==> config.mk <==
export PLATFORM = sky130hd
export DESIGN_NAME = common_dffram_1w_nr_sync
export DESIGN_NICKNAME = d
export VERILOG_FILES = /design/src/rtl/common_dffram_1w_nr_sync_pkg.sv /design/src/rtl/common_dffram_rdport.sv /design/src/rtl/stdmacro_dffbe.sv /design/src/rtl/common_dffram_1w_nr_sync.sv
export SDC_FILE = /design/constraint.sdc
export NUM_CORES = 1
export LEC_CHECK = 0
export ABC_AREA = 1
export CAP_MARGIN = 20
export CORE_AREA = 2 2 39 41
export DETAILED_ROUTE_END_ITERATION = 10
export DIE_AREA = 0 0 41 43
export PLACE_DENSITY = 0.54
export RECOVER_POWER = 100
export SLEW_MARGIN = 0
export SYNTH_ARGS = -nofsm -noshare
export SYNTH_HDL_FRONTEND = slang
export SYNTH_HIERARCHICAL = 1
export SYNTH_SLANG_ARGS = --single-unit
==> constraint.sdc <==
create_clock -name clk -period 0.8 [get_ports clk]
set_input_delay 0.16 -clock clk [delete_from_list [all_inputs] [get_ports clk]]
set_output_delay 0.16 -clock clk [all_outputs]
set_load 0.005 [all_outputs]
==> src/rtl/common_dffram_1w_nr_sync_pkg.sv <==
// Shared helpers for the DFF-based RAM with flash-clearable valid bits.
// Write-first read bypass is enabled by defining COMMON_DFFRAM_BYPASS_EN (left undefined by default).
package common_dffram_1w_nr_sync_pkg;

   function automatic int unsigned ram_depth(input int unsigned addr_width);
      return 32'd1 << addr_width;
   endfunction

endpackage

==> src/rtl/common_dffram_rdport.sv <==
// One registered read port: address mux, optional write-first merge, enable-gated output.
// The merge path and its extra ports exist only when COMMON_DFFRAM_BYPASS_EN is defined.
module common_dffram_rdport
   import common_dffram_1w_nr_sync_pkg::*;
#(
   parameter int unsigned RAM_DATA_WIDTH = 1,
   parameter int unsigned RAM_ADDR_WIDTH = 1
) (
   input  logic                      clk,
   input  logic                      reset,
   input  logic                      en,
   input  logic [RAM_ADDR_WIDTH-1:0] addr,
   input  logic [RAM_DATA_WIDTH-1:0] mem [ram_depth(RAM_ADDR_WIDTH)],
   input  logic [ram_depth(RAM_ADDR_WIDTH)-1:0] valid,
`ifdef COMMON_DFFRAM_BYPASS_EN
   input  logic                      wr_en,
   input  logic [RAM_ADDR_WIDTH-1:0] wr_addr,
   input  logic [RAM_DATA_WIDTH-1:0] wr_mask,
   input  logic [RAM_DATA_WIDTH-1:0] wr_data,
   input  logic                      clr,
`endif
   output logic [RAM_DATA_WIDTH-1:0] dout,
   output logic                      vout
);

   logic [RAM_DATA_WIDTH-1:0] rd_data;
   logic                      rd_valid;

   always_comb begin
      rd_data  = mem[addr];
      rd_valid = valid[addr];
`ifdef COMMON_DFFRAM_BYPASS_EN
      // A same-address write with an empty mask still counts as a hit for data,
      // but only a non-empty mask may override the clear on the valid bit.
      if (wr_en && (wr_addr == addr)) begin
         rd_data = (wr_data & wr_mask) | (rd_data & ~wr_mask);
      end
      if (wr_en && (wr_addr == addr) && (|wr_mask)) begin
         rd_valid = 1'b1;
      end else if (clr) begin
         rd_valid = 1'b0;
      end
`endif
   end

   always_ff @(posedge clk) begin
      if (reset) begin
         dout <= '0;
         vout <= 1'b0;
      end else if (en) begin
         dout <= rd_data;
         vout <= rd_valid;
      end
   end

endmodule

==> src/rtl/stdmacro_dffbe.sv <==
// Register with per-bit enables and a synchronous, active-high reset to a fixed value.
module stdmacro_dffbe #(
   parameter int unsigned         WIDTH       = 1,
   parameter logic [WIDTH-1:0]    RESET_VALUE = '0
) (
   input  logic             clk,
   input  logic             reset,
   input  logic [WIDTH-1:0] en,
   input  logic [WIDTH-1:0] d,
   output logic [WIDTH-1:0] q
);

   always_ff @(posedge clk) begin
      if (reset) begin
         q <= RESET_VALUE;
      end else begin
         q <= (d & en) | (q & ~en);
      end
   end

endmodule

==> src/rtl/common_dffram_1w_nr_sync.sv <==
// DFF RAM: one bit-masked write port, NUM_RD_PORTS registered read ports, flash-clear valid bits.
// Define COMMON_DFFRAM_BYPASS_EN for write-first reads; default is read-before-write/clear.
module common_dffram_1w_nr_sync
   import common_dffram_1w_nr_sync_pkg::*;
#(
   parameter int unsigned RAM_DATA_WIDTH = 1,
   parameter int unsigned RAM_ADDR_WIDTH = 1,
   parameter int unsigned NUM_RD_PORTS   = 2,
   parameter logic [ram_depth(RAM_ADDR_WIDTH)*RAM_DATA_WIDTH-1:0] RAM_RESET_VALUE = '0
) (
   input  logic                                   clk,
   input  logic                                   reset,
   input  logic [RAM_ADDR_WIDTH-1:0]              addra,
   input  logic                                   ena,
   input  logic [RAM_DATA_WIDTH-1:0]              wea,
   input  logic [RAM_DATA_WIDTH-1:0]              dina,
   input  logic                                   clr,
   input  logic [NUM_RD_PORTS-1:0]                enb,
   input  logic [NUM_RD_PORTS*RAM_ADDR_WIDTH-1:0] addrb,
   output logic [NUM_RD_PORTS*RAM_DATA_WIDTH-1:0] doutb,
   output logic [NUM_RD_PORTS-1:0]                validb
);

   localparam int unsigned DEPTH = ram_depth(RAM_ADDR_WIDTH);
   localparam int unsigned DW    = RAM_DATA_WIDTH;
   localparam int unsigned AW    = RAM_ADDR_WIDTH;

   logic [DW-1:0]    mem [DEPTH];
   logic [DEPTH-1:0] valid;

   for (genvar i = 0; i < DEPTH; i++) begin : g_entry
      stdmacro_dffbe #(
         .WIDTH       (DW),
         .RESET_VALUE (RAM_RESET_VALUE[i*DW +: DW])
      ) u_entry (
         .clk   (clk),
         .reset (reset),
         .en    (wea & {DW{ena && (addra == AW'(i))}}),
         .d     (dina),
         .q     (mem[i])
      );
   end

   // The write is applied after the clear so a same-cycle write leaves its entry valid.
   always_ff @(posedge clk) begin
      if (reset) begin
         valid <= '0;
      end else begin
         if (clr) begin
            valid <= '0;
         end
         if (ena && (|wea)) begin
            valid[addra] <= 1'b1;
         end
      end
   end

   for (genvar k = 0; k < NUM_RD_PORTS; k++) begin : g_rd
      common_dffram_rdport #(
         .RAM_DATA_WIDTH (DW),
         .RAM_ADDR_WIDTH (AW)
      ) u_rdport (
         .clk     (clk),
         .reset   (reset),
         .en      (enb[k]),
         .addr    (addrb[k*AW +: AW]),
         .mem     (mem),
         .valid   (valid),
`ifdef COMMON_DFFRAM_BYPASS_EN
         .wr_en   (ena),
         .wr_addr (addra),
         .wr_mask (wea),
         .wr_data (dina),
         .clr     (clr),
`endif
         .dout    (doutb[k*DW +: DW]),
         .vout    (validb[k])
      );
   end

endmodule

==> flow_summary.toml <==
[worst_setup_path]
path_buf_inv = 1
worst-setup-path-type = "register to output pin"
r2r_slack_ps = 150
cp_cell_sequence = "buf_2"
crit_path_max_incr_delay_ps = 310
worst_setup_path_start_kind = "register"
cpMaxStageDelayCell = "dfxtp_2"
end_kind = "output pin"
cp_top_family = "flip-flops"
worstPathArrival_ps = 680
cp.required_ps = 640
crit_fanout = 2

[synth]
syn_nets = 71
synth_seq_area_share_pct = 42.7
ys_ff_latch = 8
avgSynthCellArea_sq_um = 6.26
syn_inst = 60
synth.cell_area_sq_um = 375
synth_cell_types = 8
synth_warnings = 6

[cells_and_area]
area_growth_pct = 57.7
most-common-layout-cells = "nand2_1 (18), inv_1 (11), nor2_1 (8), nand3_1 (5)"
diodes = 0
n_fill_cell = 152
multi_input_comb_area_sq_um = 168
fin_nets = 94
final_area_sq_um = 592
stdcell_count = 97
regArea_sq_um = 165
drive_gt1_share_pct = 28.4
final_common_cell = "nand2_1"

[routing]
drt_iter0_markers = 2
routed_via_density = 4.07
first_pass_iters = 4
drtAntennaViolNets = 0
vias = 395
drt-wirelength-per-cell_um = 7.75
routed_wl_um = 752
drc = 0

[timing]
final_hold_viol_count = 0
report.final.slew_viol_count = 0
fin_ws_ps = -35.7
fmax_mhz = 1200
post-route-period-util_pct = 104
tightestPinTransition_ps = 149
post-route-min-period_ps = 836
hold_ws_ps = 241
rsz0062_at_grt = "true"
clock_skew_ps = 1.67
setup_viol = 4
max_slew_margin_pct = 90.0

[clock_tree]
cts_buffer_depth = 2
cts.sinks = 8
post_cts_buffers = 0
numCtsBuffers = 3
clockRootBuffer = "clkbuf_4"
htreeDepth = 1
clk_latency_ps = 250
cts_tree = "done"
clk_pin_slew_ps = 60

[die]
boundaryPins = 15
dieHeight_um = 43
die_x_um = 41
start_util_pct = 27.1
fp.coreArea_sq_um = 1380
rows = 14
die_area_sq_um = 1760

[placed_design]
post-place-ws_ps = -286
dpl_cell_area_sq_um = 566
dpl.cell_count = 94
io_buffers = 14
globalplace.congestion = 0.617
dpl.hpwl_um = 610

[global_routing]
grt_pass1_vias = 360
grt.total_usage_pct = 11.7
antenna_found_initial = 0
grt_max_degree = 6
grt_overflow = 0
grt_pass1_wl_um = 1350

[power_and_ir_drop]
vdd_drop_max_v = 0.000540
power_frac_clock_pct = 34.3
netSwitchingFraction_pct = 24.2
power_frac_comb_pct = 17.3
p_int_mw = 0.681
power.leakage_nw = 0.345
p_seq_share_pct = 48.4
p_per_area_nw_per_um2 = 1520
p_sw_mw = 0.217

[run]
drv_cap = 0

[hold_path]
hp-class = "input port to register"

[status]
violations = "setup timing"
outcome = "finished, violations left"
==> power by group through the flow <==
stage               clock (mW)  combinational (mW)  sequential [mW]
floorplan                    0              0.0619            0.440
global placement             0               0.168            0.441
global route             0.355               0.178            0.437
CTS                      0.326               0.156            0.434
finish                   0.308               0.155            0.434
detailed placement           0               0.168            0.441
==> layer usage <==
| layer | up-vias | wire length [um] | track usage (%) |
|---|---|---|---|
| li1 | 217 | - | - |
| met1 | 165 | 326 | 14.7 |
| met2 | 11 | 354 | 15.6 |
| met3 | 2 | 56 | 3.14 |
| met4 | 0 | 14 | 10.0 |
| met5 | - | 0 | 0 |
==> kinds of logic (layout without fill, tap and decap cells) <==
group | count (synthesis) | in the layout | synth area share (%)
flip-flops | 8 | 8 | 42.7
buffers and inverters | 14 | 35 | 14.0
AO/OA/AOI/OAI | 2 | 2 | 2.67
AND/OR/NAND/NOR | 36 | 36 | 40.7
==> what timing repair did <==
action                                  in CTS  in global routing
endpoints found under the setup margin       5                 10
pin swaps                                    2                  0
hold buffers                                 0                  0
gates resized for setup                     25                  5
==> stage by stage <==
| step | setup TNS, ps | power, mW | util (%) |
|---|---|---|---|
| finish | -135 | 0.898 | 42.8 |
| global route | -295 | 0.971 | 42.8 |
| CTS | -192 | 0.916 | 41.5 |
| detailed placement | -2670 | 0.609 | 40.9 |
| global placement | -2600 | 0.609 | 40.9 |
| floorplan | 0 | 0.502 | - |
==> worst min-delay path: stages <==
cell and delay (ps):
dlymetal6s2s_1 120, buf_6 130, a21oi_1 30
==> cell type report <==
| class | instances | area share (%) |
|---|---|---|
| multi-input cells | 38 | 28.3 |
| flip-flops and latches | 8 | 27.9 |
| clock buffers | 3 | 3.81 |
| repair buffers | 18 | 27.7 |
| well taps | 16 | 3.38 |
| inverters | 14 | 8.88 |
==> final timing paths <==
check	startpoint	endpoint	depth (start not counted)
worst min register to register	valid[1]	valid[1]	2
worst max register to register	valid[1]	g_rd[0].u_rdport/vout	4
worst min-delay path	reset	valid[1]	3
worst max-delay path	g_rd[0].u_rdport/dout	doutb[0]	1
==> Yosys cell counts <==
master,number,share of area (%)
a21oi_1,2,2.7
dfxtp_1,8,43
inv_1,12,12
inv_2,2,2.0
nand2_1,18,18
nand3_1,6,8.0
nor2_1,8,8.0
nor2_2,4,6.7
Power figures use the tool's default switching activity.
